`src/rtl/huc_pkg.sv`:
```
// rtl/huc_pkg.sv - shared types and constants for the HuCard mapper memory channels
package huc_pkg;

    typedef enum logic [1:0] {
        IDLE = 2'd0,
        RD   = 2'd1,
        WR   = 2'd2
    } fetch_state_e;

    localparam logic [7:0] BYTE_FF = 8'hFF;
    localparam logic [1:0] BE_EVEN = 2'b01;
    localparam logic [1:0] BE_ODD  = 2'b10;
    localparam logic [1:0] BE_WORD = 2'b11;

    // Sized for the widest mapper window; channels use the low bits they need.
    localparam int MEM_AW_MAX = 24;

    typedef struct packed {
        logic [MEM_AW_MAX-1:0] addr;
        logic                  we;
        logic [1:0]            be;
        logic [15:0]           wdat;
    } mem_req_t;

    function automatic logic [7:0] byte_sel(input logic [15:0] word, input logic hi);
        return hi ? word[15:8] : word[7:0];
    endfunction

endpackage

```
`src/rtl/huc_mem_fetch_if.sv`:
```
// rtl/huc_mem_fetch_if.sv - request/acknowledge bus to the 16-bit cart memory controller
interface huc_mem_fetch_if #(
    parameter int AW = 19
);
    logic          mem_req;
    logic [AW-2:0] mem_addr;
    logic          mem_we;
    logic [1:0]    mem_be;
    logic [15:0]   mem_wdat;
    logic          mem_ack;
    logic [15:0]   mem_rdat;

    modport master (
        output mem_req, mem_addr, mem_we, mem_be, mem_wdat,
        input  mem_ack, mem_rdat
    );

    modport slave (
        input  mem_req, mem_addr, mem_we, mem_be, mem_wdat,
        output mem_ack, mem_rdat
    );
endinterface

```
`src/rtl/huc_word_buf.sv`:
```
// rtl/huc_word_buf.sv - one-word tagged read buffer with lookup, fill, invalidate and clear
module huc_word_buf #(
    parameter int TW     = 18,
    parameter bit HIT_EN = 1'b1
) (
    input  logic          clk,
    input  logic          rst_n,
    input  logic [TW-1:0] lkp_tag,
    output logic          hit,
    output logic [15:0]   lkp_data,
    input  logic          fill_en,
    input  logic [TW-1:0] fill_tag,
    input  logic [15:0]   fill_data,
    input  logic          inval_en,
    input  logic          clr
);
    logic          valid_q, valid_d;
    logic [TW-1:0] tag_q, tag_d;
    logic [15:0]   data_q, data_d;

    assign hit      = HIT_EN && valid_q && (tag_q == lkp_tag);
    assign lkp_data = data_q;

    // Invalidate only drops the entry when the looked-up word is the buffered one.
    always_comb begin
        valid_d = valid_q;
        tag_d   = tag_q;
        data_d  = data_q;
        if (clr) begin
            valid_d = 1'b0;
        end else if (fill_en) begin
            valid_d = 1'b1;
            tag_d   = fill_tag;
            data_d  = fill_data;
        end else if (inval_en && hit) begin
            valid_d = 1'b0;
        end
    end

    always_ff @(posedge clk) begin
        if (!rst_n) begin
            valid_q <= 1'b0;
            tag_q   <= '0;
            data_q  <= '0;
        end else begin
            valid_q <= valid_d;
            tag_q   <= tag_d;
            data_q  <= data_d;
        end
    end
endmodule

```
`src/rtl/huc_mem_fetch.sv`:
```
// rtl/huc_mem_fetch.sv - mapper channel to cart memory fetch engine with one-word read buffer
module huc_mem_fetch
    import huc_pkg::*;
#(
    parameter int AW     = 19,
    parameter int TMO    = 64,
    parameter bit HIT_EN = 1'b1
) (
    input  logic          clk,
    input  logic          rst_n,
    input  logic [AW-1:0] addr,
    input  logic          ce,
    input  logic          ce2,
    input  logic          oe,
    input  logic          we,
    input  logic [7:0]    dati,
    output logic [7:0]    dato,
    output logic          busy,
    output logic          err,
    huc_mem_fetch_if.master mem
);
    localparam int CW = (TMO > 1) ? $clog2(TMO) : 1;

    fetch_state_e  state_q, state_d;
    mem_req_t      req_q, req_d;
    logic          req_on_q, req_on_d;
    logic          a0_q, a0_d;
    logic [7:0]    dato_q, dato_d;
    logic          err_q, err_d;
    logic [CW-1:0] cnt_q, cnt_d;
    logic          ce2_q;

    logic          start;
    logic          buf_hit;
    logic [15:0]   buf_data;
    logic          fill_en, inval_en, buf_clr;
    logic          unused_addr_hi;

    assign start = ce2 & ~ce2_q & ce;

    huc_word_buf #(.TW(AW-1), .HIT_EN(HIT_EN)) u_buf (
        .clk       (clk),
        .rst_n     (rst_n),
        .lkp_tag   (addr[AW-1:1]),
        .hit       (buf_hit),
        .lkp_data  (buf_data),
        .fill_en   (fill_en),
        .fill_tag  (req_q.addr[AW-2:0]),
        .fill_data (mem.mem_rdat),
        .inval_en  (inval_en),
        .clr       (buf_clr)
    );

    always_comb begin
        state_d  = state_q;
        req_d    = req_q;
        req_on_d = req_on_q;
        a0_d     = a0_q;
        dato_d   = dato_q;
        err_d    = err_q;
        cnt_d    = cnt_q;
        fill_en  = 1'b0;
        inval_en = 1'b0;
        buf_clr  = 1'b0;
        case (state_q)
            IDLE: begin
                if (start && oe && !we) begin
                    if (buf_hit) begin
                        dato_d = byte_sel(buf_data, addr[0]);
                    end else begin
                        req_d.addr = MEM_AW_MAX'(addr[AW-1:1]);
                        req_d.we   = 1'b0;
                        req_d.be   = BE_WORD;
                        req_on_d   = 1'b1;
                        a0_d       = addr[0];
                        cnt_d      = '0;
                        state_d    = RD;
                    end
                end else if (start && we && !oe) begin
                    req_d.addr = MEM_AW_MAX'(addr[AW-1:1]);
                    req_d.we   = 1'b1;
                    req_d.be   = addr[0] ? BE_ODD : BE_EVEN;
                    req_d.wdat = {dati, dati};
                    req_on_d   = 1'b1;
                    a0_d       = addr[0];
                    cnt_d      = '0;
                    inval_en   = 1'b1;
                    state_d    = WR;
                end
            end
            RD, WR: begin
                // An ack arriving on the last timeout cycle still completes normally.
                if (mem.mem_ack) begin
                    if (state_q == RD) begin
                        fill_en = 1'b1;
                        dato_d  = byte_sel(mem.mem_rdat, a0_q);
                    end
                    req_on_d = 1'b0;
                    req_d.we = 1'b0;
                    req_d.be = '0;
                    state_d  = IDLE;
                end else if (cnt_q == CW'(TMO - 1)) begin
                    if (state_q == RD) dato_d = BYTE_FF;
                    req_on_d = 1'b0;
                    req_d.we = 1'b0;
                    req_d.be = '0;
                    err_d    = 1'b1;
                    buf_clr  = 1'b1;
                    state_d  = IDLE;
                end else begin
                    cnt_d = cnt_q + CW'(1);
                end
            end
            default: state_d = IDLE;
        endcase
    end

    always_ff @(posedge clk) begin
        if (!rst_n) begin
            state_q  <= IDLE;
            req_q    <= '0;
            req_on_q <= 1'b0;
            a0_q     <= 1'b0;
            dato_q   <= BYTE_FF;
            err_q    <= 1'b0;
            cnt_q    <= '0;
            ce2_q    <= 1'b0;
        end else begin
            state_q  <= state_d;
            req_q    <= req_d;
            req_on_q <= req_on_d;
            a0_q     <= a0_d;
            dato_q   <= dato_d;
            err_q    <= err_d;
            cnt_q    <= cnt_d;
            ce2_q    <= ce2;
        end
    end

    assign unused_addr_hi = ^req_q.addr[MEM_AW_MAX-1:AW-1];

    assign dato          = dato_q;
    assign busy          = (state_q != IDLE);
    assign err           = err_q;
    assign mem.mem_req   = req_on_q;
    assign mem.mem_addr  = req_q.addr[AW-2:0];
    assign mem.mem_we    = req_q.we;
    assign mem.mem_be    = req_q.be;
    assign mem.mem_wdat  = req_q.wdat;
endmodule
```
`src/flat_wrapper.sv`:
```
// flat-port wrapper written by rule: the top's interface ports become plain ports
module huc_mem_fetch_flat import huc_pkg::*;
#(
    parameter int AW     = 19,
    parameter int TMO    = 64,
    parameter bit HIT_EN = 1'b1
)
  (clk, rst_n, addr, ce, ce2, oe, we, dati, dato, busy, err, mem_mem_req, mem_mem_addr, mem_mem_we, mem_mem_be, mem_mem_wdat, mem_mem_ack, mem_mem_rdat);
  huc_mem_fetch_if #(.AW(AW)) mem_i ();
  input  logic clk;
  input  logic rst_n;
  input  logic [AW-1:0] addr;
  input  logic ce;
  input  logic ce2;
  input  logic oe;
  input  logic we;
  input  logic [7:0] dati;
  output logic [7:0] dato;
  output logic busy;
  output logic err;
  output wire logic [$bits(mem_i.mem_req)-1:0] mem_mem_req;
  output wire logic [$bits(mem_i.mem_addr)-1:0] mem_mem_addr;
  output wire logic [$bits(mem_i.mem_we)-1:0] mem_mem_we;
  output wire logic [$bits(mem_i.mem_be)-1:0] mem_mem_be;
  output wire logic [$bits(mem_i.mem_wdat)-1:0] mem_mem_wdat;
  input wire logic [$bits(mem_i.mem_ack)-1:0] mem_mem_ack;
  input wire logic [$bits(mem_i.mem_rdat)-1:0] mem_mem_rdat;
  assign mem_mem_req = mem_i.mem_req;
  assign mem_mem_addr = mem_i.mem_addr;
  assign mem_mem_we = mem_i.mem_we;
  assign mem_mem_be = mem_i.mem_be;
  assign mem_mem_wdat = mem_i.mem_wdat;
  assign mem_i.mem_ack = mem_mem_ack;
  assign mem_i.mem_rdat = mem_mem_rdat;
  huc_mem_fetch #(.AW(AW), .TMO(TMO), .HIT_EN(HIT_EN)) u_core (.clk(clk), .rst_n(rst_n), .addr(addr), .ce(ce), .ce2(ce2), .oe(oe), .we(we), .dati(dati), .dato(dato), .busy(busy), .err(err), .mem(mem_i));
endmodule
```
`config.mk`:
```
export PLATFORM = sky130hd
export DESIGN_NAME = huc_mem_fetch_flat
export DESIGN_NICKNAME = d
export VERILOG_FILES = /design/src/rtl/huc_pkg.sv /design/src/rtl/huc_mem_fetch_if.sv /design/src/rtl/huc_word_buf.sv /design/src/rtl/huc_mem_fetch.sv /design/src/flat_wrapper.sv
export SDC_FILE = /design/constraint.sdc
export NUM_CORES = 1
export LEC_CHECK = 0
export ABC_AREA = 1
export ABC_CLOCK_PERIOD_IN_PS = 2100
export CAP_MARGIN = 20
export CELL_PAD_IN_SITES_DETAIL_PLACEMENT = 1
export CELL_PAD_IN_SITES_GLOBAL_PLACEMENT = 2
export CORE_UTILIZATION = 26
export DETAILED_ROUTE_END_ITERATION = 12
export PLACE_DENSITY_LB_ADDON = 0.1
export REMOVE_ABC_BUFFERS = 1
export SLEW_MARGIN = 20
export SYNTH_ARGS = -nofsm -noshare
export SYNTH_HDL_FRONTEND = slang
export SYNTH_SLANG_ARGS = --single-unit
export TNS_END_PERCENT = 10
```
`constraint.sdc`:
```
create_clock -name clk -period 2.1 [get_ports clk]
set_input_delay 0.525 -clock clk [delete_from_list [all_inputs] [get_ports clk]]
set_output_delay 0.525 -clock clk [all_outputs]
set_load 0.005 [all_outputs]
```
==> results.cfg <==
[cells_and_area]
area_added_between_synthesis_and_finish_pct = 46.73
layout.filler_cells = 1840
fin_cells = 885
register_area_um2 = 1682
postLayoutCellArea_um2 = 5831
post_route_cells_drive_above_1_share_pct = 11.55
number_of_antenna_repair_diodes = 0
multiInputGateArea_um2 = 1918
design.final.nets = 751

[global_route]
final_global_route_overflow_total = 0
grt.total_usage_pct = 16.19
grt_max_degree = 39
grt_antenna_before_repair = 0
first_global_vias = 4142
global_route_wire_length_before_repair_mm = 20.20

[worst_setup_path]
critPathCaptureType = flop
path_depth = 11
cpLargestDelayFamily = simple AND/OR/NAND/NOR gates
critical_path.cell_chain = clkdlybuf4s50_1 -> xor2_1 -> nor2_1 -> nand3_2 -> nor2_4 -> nand4_1 -> nand3_4 -> clkbuf_16 -> nand2_1 -> nand2_1 -> nor2_1
worstReg2RegEnd = u_core.dato[4]
cp_data_required_time_ps = 2340
reg2regPathDepth = 9
classification_of_the_worst_setup_path = input pin to flop
setup.reg_to_reg.worst_slack_ps = 170
setup.worst_path.end = u_core.mem.mem_addr[5]
cp_max_fo = 7
critical_path_arrival_ps = 2230
critPathLaunch = addr[4]
timing.rr.start = u_core.state_q[0]
critical-path-slowest-cell = sky130_fd_sc_hd__clkdlybuf4s50_1
crit_path_start_kind = input pin
cp_num_buf_inv = 2
cp_slowest_stage_delay_ps = 450

[timing]
timing.clock.skew_ps = 5.677
max_clock_freq_mhz = 501.6
fin_crit_sh_pct = 94.93
setup_tns_ps = 0
rsz0062_at_grt = no
report.final.hold_viol_count = 0
setup_viol = 0
timing.final.crit_period_ps = 1994
drv_slew = 0
hold_slack_ps = 447.4
layout_setup_ws_ps = 106.4
actual_slew_at_the_worst_max_slew_pin_ps = 540.0
slew_headroom_pct = 63.96

[drt]
wl_per_cell_um = 14.34
detail-route-antenna-nets = 0
totalWireLength_mm = 12.69
drt_pre_antenna_iters = 8
dr.first_iter.drc_count = 102
drc = 5
routed-via-count = 4036
via_per_inst = 4.560

[place]
placed_cell_area_um2 = 5288
place.detailed.hpwl_mm = 8.901
placement.setup.worst_slack_ps = -450.6
gpl.final_weighted_congestion = 0.7398
dpl.cell_count = 864
io_buffer_count = 97

[hold_path]
min_path_type = flop to flop

[status]
run_status = finished with violations
violations = design-rule violations

[die]
io_pins = 98
rows = 44
floorplan.core_area_um2 = 14700
fp.dieArea_um2 = 15780
die_y_extent_um = 125.6
die_x_um = 125.6
floorplan.initialDensity_pct = 27.03

[synthesis]
yosys_warnings = 0
syn-cell-area_um2 = 3974
synth_top_area_share_pct = 42.32
yosysMostFrequentCell = sky130_fd_sc_hd__nand2_1
postSynth.asyncResetShare_pct = 0
synth_area_leaders = sky130_fd_sc_hd__dfxtp_1 42%, sky130_fd_sc_hd__nand2_1 15%, sky130_fd_sc_hd__nor2_1 7.8%, sky130_fd_sc_hd__inv_1 6.4%, sky130_fd_sc_hd__o21ai_0 5.9%
synthDominantAreaCellType = sky130_fd_sc_hd__dfxtp_1
ys_top_cells_by_count = 154 x sky130_fd_sc_hd__nand2_1, 84 x sky130_fd_sc_hd__dfxtp_1, 83 x sky130_fd_sc_hd__nor2_1
netlist-cell-type-count = 27
synth.avg_cell_area_um2 = 6.804
synthesis.instances = 584
yosys_reg_bits = 84
synth_sequential_area_ratio_pct = 42.32
synth-edff-count = 0
synth_ff_type = sky130_fd_sc_hd__dfxtp_1

[clocking]
clock-root-buffer = sky130_fd_sc_hd__clkbuf_16
cts_tree = built
clock_pin_slew_on_the_worst_setup_and_hold_paths_ps = 60
h-tree-depth = 3
clock_sinks = 84
insertion_delay_ps = 350
cts_max_path_buffers = 2
tritoncts.num_buffers = 9

[job]
max-cap-violations = 0

[power]
cell_pwr_density_nw_per_um2 = 751.7
max-vdd-ir-drop_uv = 342.9
total_leakage_power_nw = 2.698
[routing by layer]
layer	up-vias	track usage, %	share of wire, %
met5	-	0	0
met2	81	27.12	46
met4	0	6.241	1.3
li1	2055	-	-
met1	1890	20.33	50
met3	10	3.441	3.6
[state kept, by name, indices dropped and copies added (netlist names)]
register / count
u_core.mem.mem_addr: 18
u_core.u_buf.tag_q: 18
u_core.u_buf.lkp_data: 16
u_core.dato: 8
u_core.mem.mem_wdat: 8
u_core.cnt_q: 6
u_core.mem.mem_be: 2
u_core.state_q: 2
u_core.a0_q: 1
u_core.ce2_q: 1
u_core.err: 1
u_core.mem.mem_req: 1
u_core.mem.mem_we: 1
u_core.u_buf.valid_q: 1
[cells by family (layout without fill, tap and decap cells)]
group,count (synthesis),count (layout),share of synthesized area (%)
and+or+nand+nor,287,288,29.66
buffers and inverters,105,221,11.56
AOI/OAI and AO/OA,93,93,12.78
DFF,84,84,42.32
xor gates and xnor gates,11,11,2.424
adders and majority gates,4,4,1.259
[area by class of cell]
type,instances,share of cell area [%]
multi-input combinational,396,32.90
sequential,84,28.84
timing repair buffer,135,24.16
inverter,71,4.571
clock buffer,11,4.335
tap,184,3.949
clock inverter,4,1.245
[worst min-delay path, stage by stage, from the launching register on]
cell and delay [ps]:
sky130_fd_sc_hd__dfxtp_1 300, sky130_fd_sc_hd__inv_1 50, sky130_fd_sc_hd__a21oi_1 50
[worst min-delay path by stage]
stage	from	depth (start not counted)	slack (ps)	to
after floorplan	u_core.u_buf.lkp_data[0]	2	420	u_core.u_buf.lkp_data[0]
after global routing	u_core.u_buf.lkp_data[0]	2	480	u_core.u_buf.lkp_data[0]
after CTS	u_core.u_buf.lkp_data[2]	2	450	u_core.u_buf.lkp_data[2]
after global placement	u_core.u_buf.lkp_data[0]	2	430	u_core.u_buf.lkp_data[0]
after detailed placement	u_core.u_buf.lkp_data[3]	2	440	u_core.u_buf.lkp_data[3]
final	u_core.u_buf.lkp_data[2]	2	450	u_core.u_buf.lkp_data[2]
[through the flow]
step / util [%] / power, mW
after floorplan: - / 2.138
after global placement: 35.97 / 2.590
after detailed placement: 35.97 / 2.611
after CTS: 38.28 / 4.415
after global routing: 39.67 / 4.638
final: 39.67 / 4.383
[power breakdown]
| part | total [mW] | switching [mW] | internal [mW] |
|---|---|---|---|
| registers | 1.73 | 0.0563 | 1.68 |
| clock network | 1.76 | 0.666 | 1.10 |
| logic | 0.885 | 0.468 | 0.417 |
[layout by cell type, fill, tap and decap left out, types with 2 or more instances in the layout]
cell type	Yosys	final
sky130_fd_sc_hd__nand2_4	0	2
sky130_fd_sc_hd__ha_1	4	4
sky130_fd_sc_hd__xnor2_1	6	4
sky130_fd_sc_hd__clkdlybuf4s50_1	0	82
sky130_fd_sc_hd__xor2_1	5	5
sky130_fd_sc_hd__nand2_2	1	4
sky130_fd_sc_hd__dlymetal6s2s_1	0	13
sky130_fd_sc_hd__nor2_2	1	4
sky130_fd_sc_hd__dfxtp_1	84	84
sky130_fd_sc_hd__nand3_2	1	3
sky130_fd_sc_hd__o211ai_2	5	5
sky130_fd_sc_hd__xnor2_2	0	2
sky130_fd_sc_hd__inv_2	2	2
sky130_fd_sc_hd__a21oi_1	39	39
sky130_fd_sc_hd__bufinv_16	0	2
sky130_fd_sc_hd__o211ai_1	2	2
sky130_fd_sc_hd__buf_6	4	3
sky130_fd_sc_hd__nand4_1	15	15
sky130_fd_sc_hd__buf_4	8	27
sky130_fd_sc_hd__clkbuf_16	0	12
sky130_fd_sc_hd__nor2_1	83	79
sky130_fd_sc_hd__buf_12	0	5
sky130_fd_sc_hd__nand3_1	27	24
sky130_fd_sc_hd__inv_1	68	68
sky130_fd_sc_hd__nand2_1	154	150
sky130_fd_sc_hd__clkbuf_8	0	2
sky130_fd_sc_hd__o21ai_0	47	47
[timing repair]
action                                  4_1_cts  5_1_grt
cloned                                        0        5
pin swaps                                     0        9
buffers inserted                              0        1
hold buffers                                  0        0
gates resized for setup                       4       30
endpoints found under the setup margin       16       39
No activity file was read; power rests on OpenSTA's default activity.
